==> config.mk <==
export PLATFORM = sky130hd
export DESIGN_NAME = mcpu_mem_arbiter
export DESIGN_NICKNAME = d
export VERILOG_FILES = /design/src/rtl/mcpu_mem_arbiter.sv
export SDC_FILE = /design/constraint.sdc
export NUM_CORES = 1
export LEC_CHECK = 0
export ABC_AREA = 0
export CORE_MARGIN = 2
export CORE_UTILIZATION = 26
export CTS_CLUSTER_DIAMETER = 80
export DETAILED_ROUTE_END_ITERATION = 6
export DONT_BUFFER_PORTS = 1
export HOLD_SLACK_MARGIN = 0.02
export PLACE_DENSITY_LB_ADDON = 0.3
export SYNTH_ARGS = -nofsm -noshare
export SYNTH_HDL_FRONTEND = slang
export SYNTH_SLANG_ARGS = --single-unit
export TNS_END_PERCENT = 50
==> constraint.sdc <==
create_clock -name clk -period 1.53 [get_ports clk]
set_input_delay 0.2295 -clock clk [delete_from_list [all_inputs] [get_ports clk]]
set_output_delay 0.2295 -clock clk [all_outputs]
set_load 0.01 [all_outputs]
==> src/rtl/mcpu_mem_arbiter.sv <==
// Arbiter that shares the MCPU single-port RAM between the CPU and the debug loader.
// The CPU has fixed priority. The loader is forced through after MAX_WAIT blocked grants.
module mcpu_mem_arbiter #(
    parameter int AW       = 8,
    parameter int DW       = 16,
    parameter int MAX_WAIT = 4
) (
    input  logic          clk,
    input  logic          reset,
    input  logic          c_req,
    input  logic          c_we,
    input  logic [AW-1:0] c_addr,
    input  logic [DW-1:0] c_wdata,
    output logic          c_gnt,
    output logic          c_rvalid,
    output logic [DW-1:0] c_rdata,
    input  logic          d_req,
    input  logic          d_we,
    input  logic [AW-1:0] d_addr,
    input  logic [DW-1:0] d_wdata,
    output logic          d_gnt,
    output logic          d_rvalid,
    output logic [DW-1:0] d_rdata,
    output logic          m_en,
    output logic          m_we,
    output logic [AW-1:0] m_addr,
    output logic [DW-1:0] m_wdata,
    input  logic [DW-1:0] m_rdata,
    output logic          starved
);

    localparam logic [1:0] OWN_NONE = 2'd0;
    localparam logic [1:0] OWN_CPU  = 2'd1;
    localparam logic [1:0] OWN_LD   = 2'd2;
    localparam logic [3:0] W_MAX    = 4'(MAX_WAIT);

    logic [3:0]    r_wait_cnt;
    logic [1:0]    r_rd_owner;
    logic          w_c_gnt;
    logic          w_d_gnt;
    logic          w_starved;
    logic          w_m_we;
    logic [AW-1:0] w_m_addr;
    logic [DW-1:0] w_m_wdata;
    logic          w_c_rvalid;
    logic          w_d_rvalid;

    // Grant decision; held low during reset so nothing reaches the RAM
    always_comb begin
        w_c_gnt   = 1'b0;
        w_d_gnt   = 1'b0;
        w_starved = 1'b0;
        if (!reset) begin
            w_c_gnt   = 1'b0;
            w_d_gnt   = 1'b0;
            w_starved = 1'b0;
        end else if (c_req && (!d_req || (r_wait_cnt < W_MAX))) begin
            w_c_gnt = 1'b1;
        end else if (d_req) begin
            w_d_gnt   = 1'b1;
            // Contended loader win can only happen through the wait limit
            w_starved = c_req;
        end else begin
            w_c_gnt   = 1'b0;
            w_d_gnt   = 1'b0;
            w_starved = 1'b0;
        end
    end

    // RAM port mux: winner drives the bus, idle bus is all zero
    always_comb begin
        w_m_we    = 1'b0;
        w_m_addr  = {AW{1'b0}};
        w_m_wdata = {DW{1'b0}};
        if (w_c_gnt) begin
            w_m_we    = c_we;
            w_m_addr  = c_addr;
            w_m_wdata = c_wdata;
        end else if (w_d_gnt) begin
            w_m_we    = d_we;
            w_m_addr  = d_addr;
            w_m_wdata = d_wdata;
        end else begin
            w_m_we    = 1'b0;
            w_m_addr  = {AW{1'b0}};
            w_m_wdata = {DW{1'b0}};
        end
    end

    // Route returning read data to the requester that owns the outstanding read
    always_comb begin
        w_c_rvalid = 1'b0;
        w_d_rvalid = 1'b0;
        case (r_rd_owner)
            OWN_CPU: w_c_rvalid = 1'b1;
            OWN_LD:  w_d_rvalid = 1'b1;
            default: begin
                w_c_rvalid = 1'b0;
                w_d_rvalid = 1'b0;
            end
        endcase
    end

    // Loader wait counter and outstanding-read owner
    always_ff @(posedge clk or negedge reset) begin
        if (!reset) begin
            r_wait_cnt <= 4'd0;
            r_rd_owner <= OWN_NONE;
        end else begin
            if (d_req && w_c_gnt) begin
                r_wait_cnt <= (r_wait_cnt >= W_MAX) ? W_MAX : (r_wait_cnt + 4'd1);
            end else begin
                r_wait_cnt <= 4'd0;
            end
            if (w_c_gnt && !c_we) begin
                r_rd_owner <= OWN_CPU;
            end else if (w_d_gnt && !d_we) begin
                r_rd_owner <= OWN_LD;
            end else begin
                r_rd_owner <= OWN_NONE;
            end
        end
    end

    assign c_gnt    = w_c_gnt;
    assign d_gnt    = w_d_gnt;
    assign starved  = w_starved;
    assign m_en     = w_c_gnt | w_d_gnt;
    assign m_we     = w_m_we;
    assign m_addr   = w_m_addr;
    assign m_wdata  = w_m_wdata;
    assign c_rvalid = w_c_rvalid;
    assign d_rvalid = w_d_rvalid;
    assign c_rdata  = w_c_rvalid ? m_rdata : {DW{1'b0}};
    assign d_rdata  = w_d_rvalid ? m_rdata : {DW{1'b0}};

endmodule

==> results of run 1 <==
==> through the flow <==
| stage | power (mW) | utilization (%) | TNS (ns) |
|---|---|---|---|
| floorplan | 0.306 | - | 0 |
| global placement | 0.316 | 27.8 | 0 |
| CTS | 0.534 | 38.5 | -2.53 |
| global route | 0.574 | 40.9 | -3.33 |
| finish | 0.554 | 40.9 | -2.86 |
| detailed placement | 0.318 | 27.8 | -0.816 |
==> worst max-delay path by stage <==
stage	from	end	slack, ns	cells past startpoint
after CTS	r_wait_cnt[2]	m_addr[1]	-0.11	3
after detailed placement	r_wait_cnt[2]	m_we	-0.04	3
final	r_wait_cnt[3]	m_wdata[0]	-0.14	3
after global routing	r_wait_cnt[3]	m_wdata[0]	-0.15	4
after global placement	r_wait_cnt[2]	m_we	0.01	3
after floorplan	r_wait_cnt[2]	m_wdata[10]	0.19	5
==> logic make-up (layout without fill, tap and decap cells) <==
| kind of cell | after synthesis | after routing |
|---|---|---|
| AOI/OAI and AO/OA | 28 | 31 |
| DFF | 6 | 6 |
| buffers and inverters | 7 | 10 |
| other | 1 | 1 |
| and+or+nand+nor | 45 | 45 |
| adders and majority gates | 1 | 1 |
==> cell type report <==
class                   instances  area (sq um)  area share, %
clock buffers                   3          22.5           2.02
multi-input cells              78           801           71.7
flip-flops and latches          6           150           13.4
well taps                      31          38.8           3.47
repair buffers                  7           105           9.41
==> Yosys cell counts (2+ instances only) <==
library cell / count
buf_4: 2
dfrtp_1: 6
clkbuf_1: 2
nor2_1: 2
buf_6: 3
and2_1: 34
a22o_1: 25
nor2b_1: 4
==> worst reg2reg max path, stage by stage (launching register included) <==
cell     delay, ns
dfrtp_1       0.43
o21ai_1       0.16
and3_4        0.26
buf_16        0.16
nor2b_1       0.13
==> what timing repair did <==
item / CTS / global route
endpoints found under the hold margin: 6 / 0
resized for setup: 26 / 4
hold buffers: 1 / 0
setup buffers: 1 / 0
pin swaps: 13 / 13
endpoints found under the setup margin: 26 / 25
cloned: 3 / 2
==> where the power goes <==
group          internal, mW  switching [mW]
Clock                0.0889          0.0597
Combinational         0.119           0.120
Sequential            0.163         0.00369
Total                 0.371           0.183
==> flip-flops by register name (all words and copies together), names as in the netlist <==
name        count
r_rd_owner      2
r_wait_cnt      4
==> per-layer routing <==
layer,part of all wire (%),routed length (microns)
met5,0,0
met4,1.5,47
met3,14,416
met2,54,1670
met1,31,941
==> run_results.csv, run 1 <==
group,metric,value,unit
outcome,status,"complete, but fails checks",
outcome,violations,"setup timing",
setup_path,crit_path_end_kind,"output pin",
cells_and_area,area_growth,50.6,%
cells_and_area,drive_gt1_share,42.6,%
worst_hold_path,worstHoldEndpoint,"r_rd_owner[0]",
cells_and_area,finish.instance_area,0.00112,sq mm
cells_and_area,fin_nets,167,
synthesis,yosys.area_share.adder,1.69,%
global_routing,gr-total-overflow,0,
cells_and_area,most-common-layout-cells,"and2_1, a22o_4, dfrtp_1, nor2b_1",
timing,whs,0.0426,ns
clocking,cts_sinks,6,
placement,gp_congestion,0.748,
die,core_region_area,0.00273,sq mm
worst_hold_path,hold_class,"in -> reg",
setup_path,crit_buf_inv,0,
cells_and_area,num-fill-cells,259,
synthesis,synthSimpleGateAreaFrac,36.6,%
synthesis,synth_area,742,sq um
timing,period_needed,1.67,ns
synthesis,synth.avg_cell_area,8.43,sq um
setup_path,reg2reg_depth,4,
synthesis,synth-edff-count,0,
setup_path,critPathSlowestCell,"dfrtp_1",
die,fp.dieH,57.4,microns
cells_and_area,instances_no_fill,125,
timing,finalHoldViolations,0,
clocking,cts.htree.levels,1,
clocking,cts_buffers,3,
placement,placement.io_buffers,0,
clocking,cts-root-buf,"clkbuf_4",
global_routing,use_met1,17.1,%
synthesis,synthXorXnorAreaFrac,0,%
power_and_ir_drop,power.leakage,0.524,nW
clocking,clk_pin_slew,0.05,ns
synthesis,ys_ff_latch,6,
synthesis,seq_area_frac_synth,20.2,%
synthesis,syn_inst,88,
synthesis,async_reset_ff_share,100,%
synthesis,synth_top_flop_cell,"dfrtp_1",
setup_path,critical_path.max_fanout,6,
global_routing,use_met2,27.3,%
worst_hold_path,hold_start,"c_we",
synthesis,ys_top_cells_by_area,"a22o_1, and2_1, dfrtp_1, buf_6, nor2b_1",
synthesis,synth_mux_area_share,0,%
timing,fmax,0.600,GHz
setup_path,cp-start-kind,"flop",
drt,wl_per_cell,24.6,microns
die,rows,19,
setup_path,arrival,1.44,ns
placement,placed_cell_area,759,sq um
synthesis,synth_nets,159,
drt,avgViaCountPerCell,6.46,
die,die_width,57.4,microns
synthesis,synth_top_family_by_area,"simple AND/OR/NAND/NOR gates",
timing,fin_skew,0.00679,ns
timing,period_share,109,%
clocking,clock_path_buffers,2,
setup_path,reg2reg_from,"r_wait_cnt[3]",
synthesis,synth-compound-area-share,33.4,%
die,initial_core_util,27.1,%
setup_path,critical-path-top-delay-family,"compound AO/OA/AOI/OAI gates",
setup_path,rrSetupSlack,0.32,ns
timing,rsz0062_at_grt,"true",
timing,drv_slew,0,
global_routing,antenna_found_initial,0,
timing,setup_violations,25,
setup_path,crit_chain,"nor2_4 > a21oi_2 > a22o_4",
die,dieArea,0.00330,sq mm
synthesis,synth_top_area_share,29.5,%
global_routing,grt_pass1_wl,3.87,mm
setup_path,reg2reg_to,"r_rd_owner[0]",
synthesis,ys.warnings.count,0,
worst_hold_path,hold_depth,1,
placement,place_inst,115,
synthesis,yosysTopAreaCell,"a22o_1",
drt,drc,0,
drt,antenna_left,0,
power_and_ir_drop,vdd_drop_max,0.000567,V
global_routing,grt_start_max_net_pins,18,
cells_and_area,n_antenna_cell,0,
drt,routed_wirelength,3.07,mm
clocking,clk_latency,0.25,ns
drt,via_count,808,
setup_path,max_stage_delay,0.44,ns
timing,setup_ws,-0.136,ns
global_routing,grtUsageTotal,15.3,%
placement,dp_slack,-0.0439,ns
setup_path,path_class,"reg -> out",
power_and_ir_drop,cellPowerDensity,496,mW/mm^2
global_routing,grt_util_met3,5.67,%
cells_and_area,layout_commonest_cell,"and2_1",
drt,drt_first_pass_iters,4,
synthesis,synth_cell_types,18,
global_routing,grt_pass1_vias,779,
drt,drt-initial-drc-count,24,
global_routing,grt.busiest_layer,"met2",
die,io_pins,133,
setup_path,required,1.30,ns
clocking,cts_tree,"yes",
run,max_cap_viol_count,0,
No activity file was read; power rests on OpenSTA's default activity.
==> run 2: changes to the inputs <==
--- a/config.mk
+++ b/config.mk
@@ -6,6 +6,7 @@
 export NUM_CORES = 1
 export LEC_CHECK = 0
 export ABC_AREA = 0
+export CAP_MARGIN = 0
 export CORE_MARGIN = 2
 export CORE_UTILIZATION = 26
 export CTS_CLUSTER_DIAMETER = 80
==> constraint.sdc (replaced) <==
create_clock -name clk -period 1.91 [get_ports clk]
set_input_delay 0.2865 -clock clk [delete_from_list [all_inputs] [get_ports clk]]
set_output_delay 0.2865 -clock clk [all_outputs]
set_load 0.01 [all_outputs]
==> run 2 against run 1 <==
- core utilization is 12 points lower
- setup slack improved by 0.26 ns
- cell area fell by 29%
- register-to-register slack better by 0.32 ns
- clock power decreased by 26%
- the flow now finishes without violations
- sequential cell count unchanged
- critical path type unchanged
- critical path depth is the same
- clock-buffer cell count stayed put
- routed wire length is 26% lower
- die area is the same
- combinational power down 49%
- worst hold slack improved by 0.065 ns
==> run_results.csv, run 2 (synthesized netlist as in run 1, its figures left out) <==
group,metric,value,unit
outcome,status,"finished, final reports clean",
timing,period_needed,1.78,ns
cells_and_area,area_growth,6.24,%
drt,wl_per_cell,19.0,microns
drt,antenna_left,0,
worst_hold_path,hold_start,"c_we",
global_routing,antenna_found_initial,0,
setup_path,critical_path.max_fanout,12,
timing,period_share,93.3,%
cells_and_area,most-common-layout-cells,"and2_1, a22o_1, dfrtp_1, nor2b_1",
clocking,cts.htree.levels,1,
drt,via_count,726,
die,io_pins,133,
setup_path,reg2reg_depth,3,
clocking,cts_setup_buffers,0,
global_routing,grt_start_max_net_pins,28,
worst_hold_path,worstHoldEndpoint,"r_rd_owner[0]",
cells_and_area,top_regs,"r_wait_cnt x4, r_rd_owner x2",
cells_and_area,layout_commonest_cell,"and2_1",
setup_path,rrSetupSlack,0.64,ns
global_routing,grt_pass1_wl,3.04,mm
cells_and_area,instances_no_fill,120,
timing,whs,0.108,ns
power_and_ir_drop,vdd_drop_max,0.000241,V
die,die_width,57.4,microns
global_routing,grt_pass1_vias,672,
placement,placed_cell_area,747,sq um
worst_hold_path,hold_class,"in -> reg",
worst_hold_path,hold_depth,1,
die,fp.dieH,57.4,microns
die,dieArea,0.00330,sq mm
cells_and_area,n_antenna_cell,0,
cells_and_area,largest_register_ffs,4,
drt,avgViaCountPerCell,6.05,
cells_and_area,drive_gt1_share,8.99,%
timing,setup_ws,0.129,ns
timing,relSlewSlack,62.8,%
die,initial_core_util,27.1,%
timing,rsz0062_at_grt,"false",
setup_path,critPathSlowestCell,"a21oi_2",
setup_path,cp-start-kind,"flop",
global_routing,gr-total-overflow,0,
placement,gp_congestion,0.691,
global_routing,grtUsageTotal,11.8,%
clocking,cts_buffers,3,
timing,setup_violations,0,
die,core_region_area,0.00273,sq mm
clocking,cts-root-buf,"clkbuf_4",
setup_path,crit_chain,"nor2_1 > a21oi_2 > a22o_1",
placement,placement.io_buffers,0,
drt,drt_first_pass_iters,4,
run,max_cap_viol_count,0,
drt,routed_wirelength,2.29,mm
cells_and_area,fin_nets,162,
power_and_ir_drop,cellPowerDensity,464,mW/mm^2
setup_path,reg2reg_from,"r_wait_cnt[2]",
placement,dp_hpwl,1.89,mm
placement,place_inst,115,
clocking,clk_pin_slew,0.04,ns
timing,fmax,0.561,GHz
setup_path,required,1.62,ns
placement,dp_slack,0.261,ns
setup_path,max_stage_delay,0.48,ns
timing,tightest_slew,0.558,ns
clocking,clk_latency,0.24,ns
setup_path,arrival,1.49,ns
clocking,cts_tree,"yes",
cells_and_area,finish.instance_area,788,sq um
cells_and_area,fin_util,28.8,%
setup_path,crit_path_end_kind,"output pin",
clocking,cts_resized,0,
power_and_ir_drop,power.leakage,0.356,nW
setup_path,reg2reg_to,"r_rd_owner[1]",
die,rows,19,
drt,drc,0,
clocking,cts_sinks,6,
cells_and_area,num-fill-cells,298,
drt,drt-initial-drc-count,6,
clocking,clock_path_buffers,2,
timing,drv_slew,0,
timing,fin_skew,0.000491,ns
cells_and_area,multi_input_area,544,sq um
cells_and_area,seq_area,150,sq um
timing,finalHoldViolations,0,
setup_path,path_class,"reg -> out",
cells_and_area,regMostFlops,"r_wait_cnt",
power_and_ir_drop,finalPower,0.366,mW
timing,fin_setup_tns,0,ns
## run 2: layer usage
metal | vias up | global-route usage [%] | share of wire [%]
met5 | - | 0 | 0
met4 | 0 | 3.99 | 0
met3 | 0 | 2.72 | 12
met2 | 78 | 22.1 | 54
met1 | 329 | 12.9 | 34
li1 | 319 | - | -
## run 2: how the worst max path moves through the flow
| stage | start | to | slack (ns) | cells past startpoint |
|---|---|---|---|---|
| global placement | r_wait_cnt[2] | m_we | 0.33 | 3 |
| global route | r_wait_cnt[3] | m_addr[1] | 0.05 | 3 |
| finish | r_wait_cnt[3] | m_addr[0] | 0.13 | 3 |
| floorplan | r_wait_cnt[2] | m_wdata[10] | 0.51 | 5 |
| detailed placement | r_wait_cnt[3] | m_we | 0.26 | 3 |
| CTS | r_wait_cnt[3] | m_we | 0.007 | 3 |
## run 2: cell type report
| cell class | instances | share of cell area (%) |
|---|---|---|
| timing repair buffer | 4 | 4.13 |
| tap | 31 | 4.92 |
| sequential | 6 | 19.0 |
| clock buffer | 3 | 2.86 |
| multi-input combinational | 76 | 69.0 |
## run 2: timing repair
| item | 4_1_cts | 5_1_grt |
|---|---|---|
| pin swaps | 1 | 1 |
| cloned | 0 | 1 |
| hold buffers | 1 | 0 |
| hold endpoints to repair | 6 | 0 |
| endpoints found under the setup margin | 1 | 25 |
## run 2: worst max-delay path, delay by kind of cell (launching register included)
kind | cells | cell delay (ns)
AOI/OAI and AO/OA | 2 | 0.75
DFF | 1 | 0.38
and+or+nand+nor | 1 | 0.12
## run 2: power breakdown
group	total [mW]	switching [mW]	internal [mW]
clock	0.111	0.0404	0.0707
sequential	0.133	0.00203	0.131
combinational	0.122	0.0766	0.0453
total	0.366	0.119	0.247
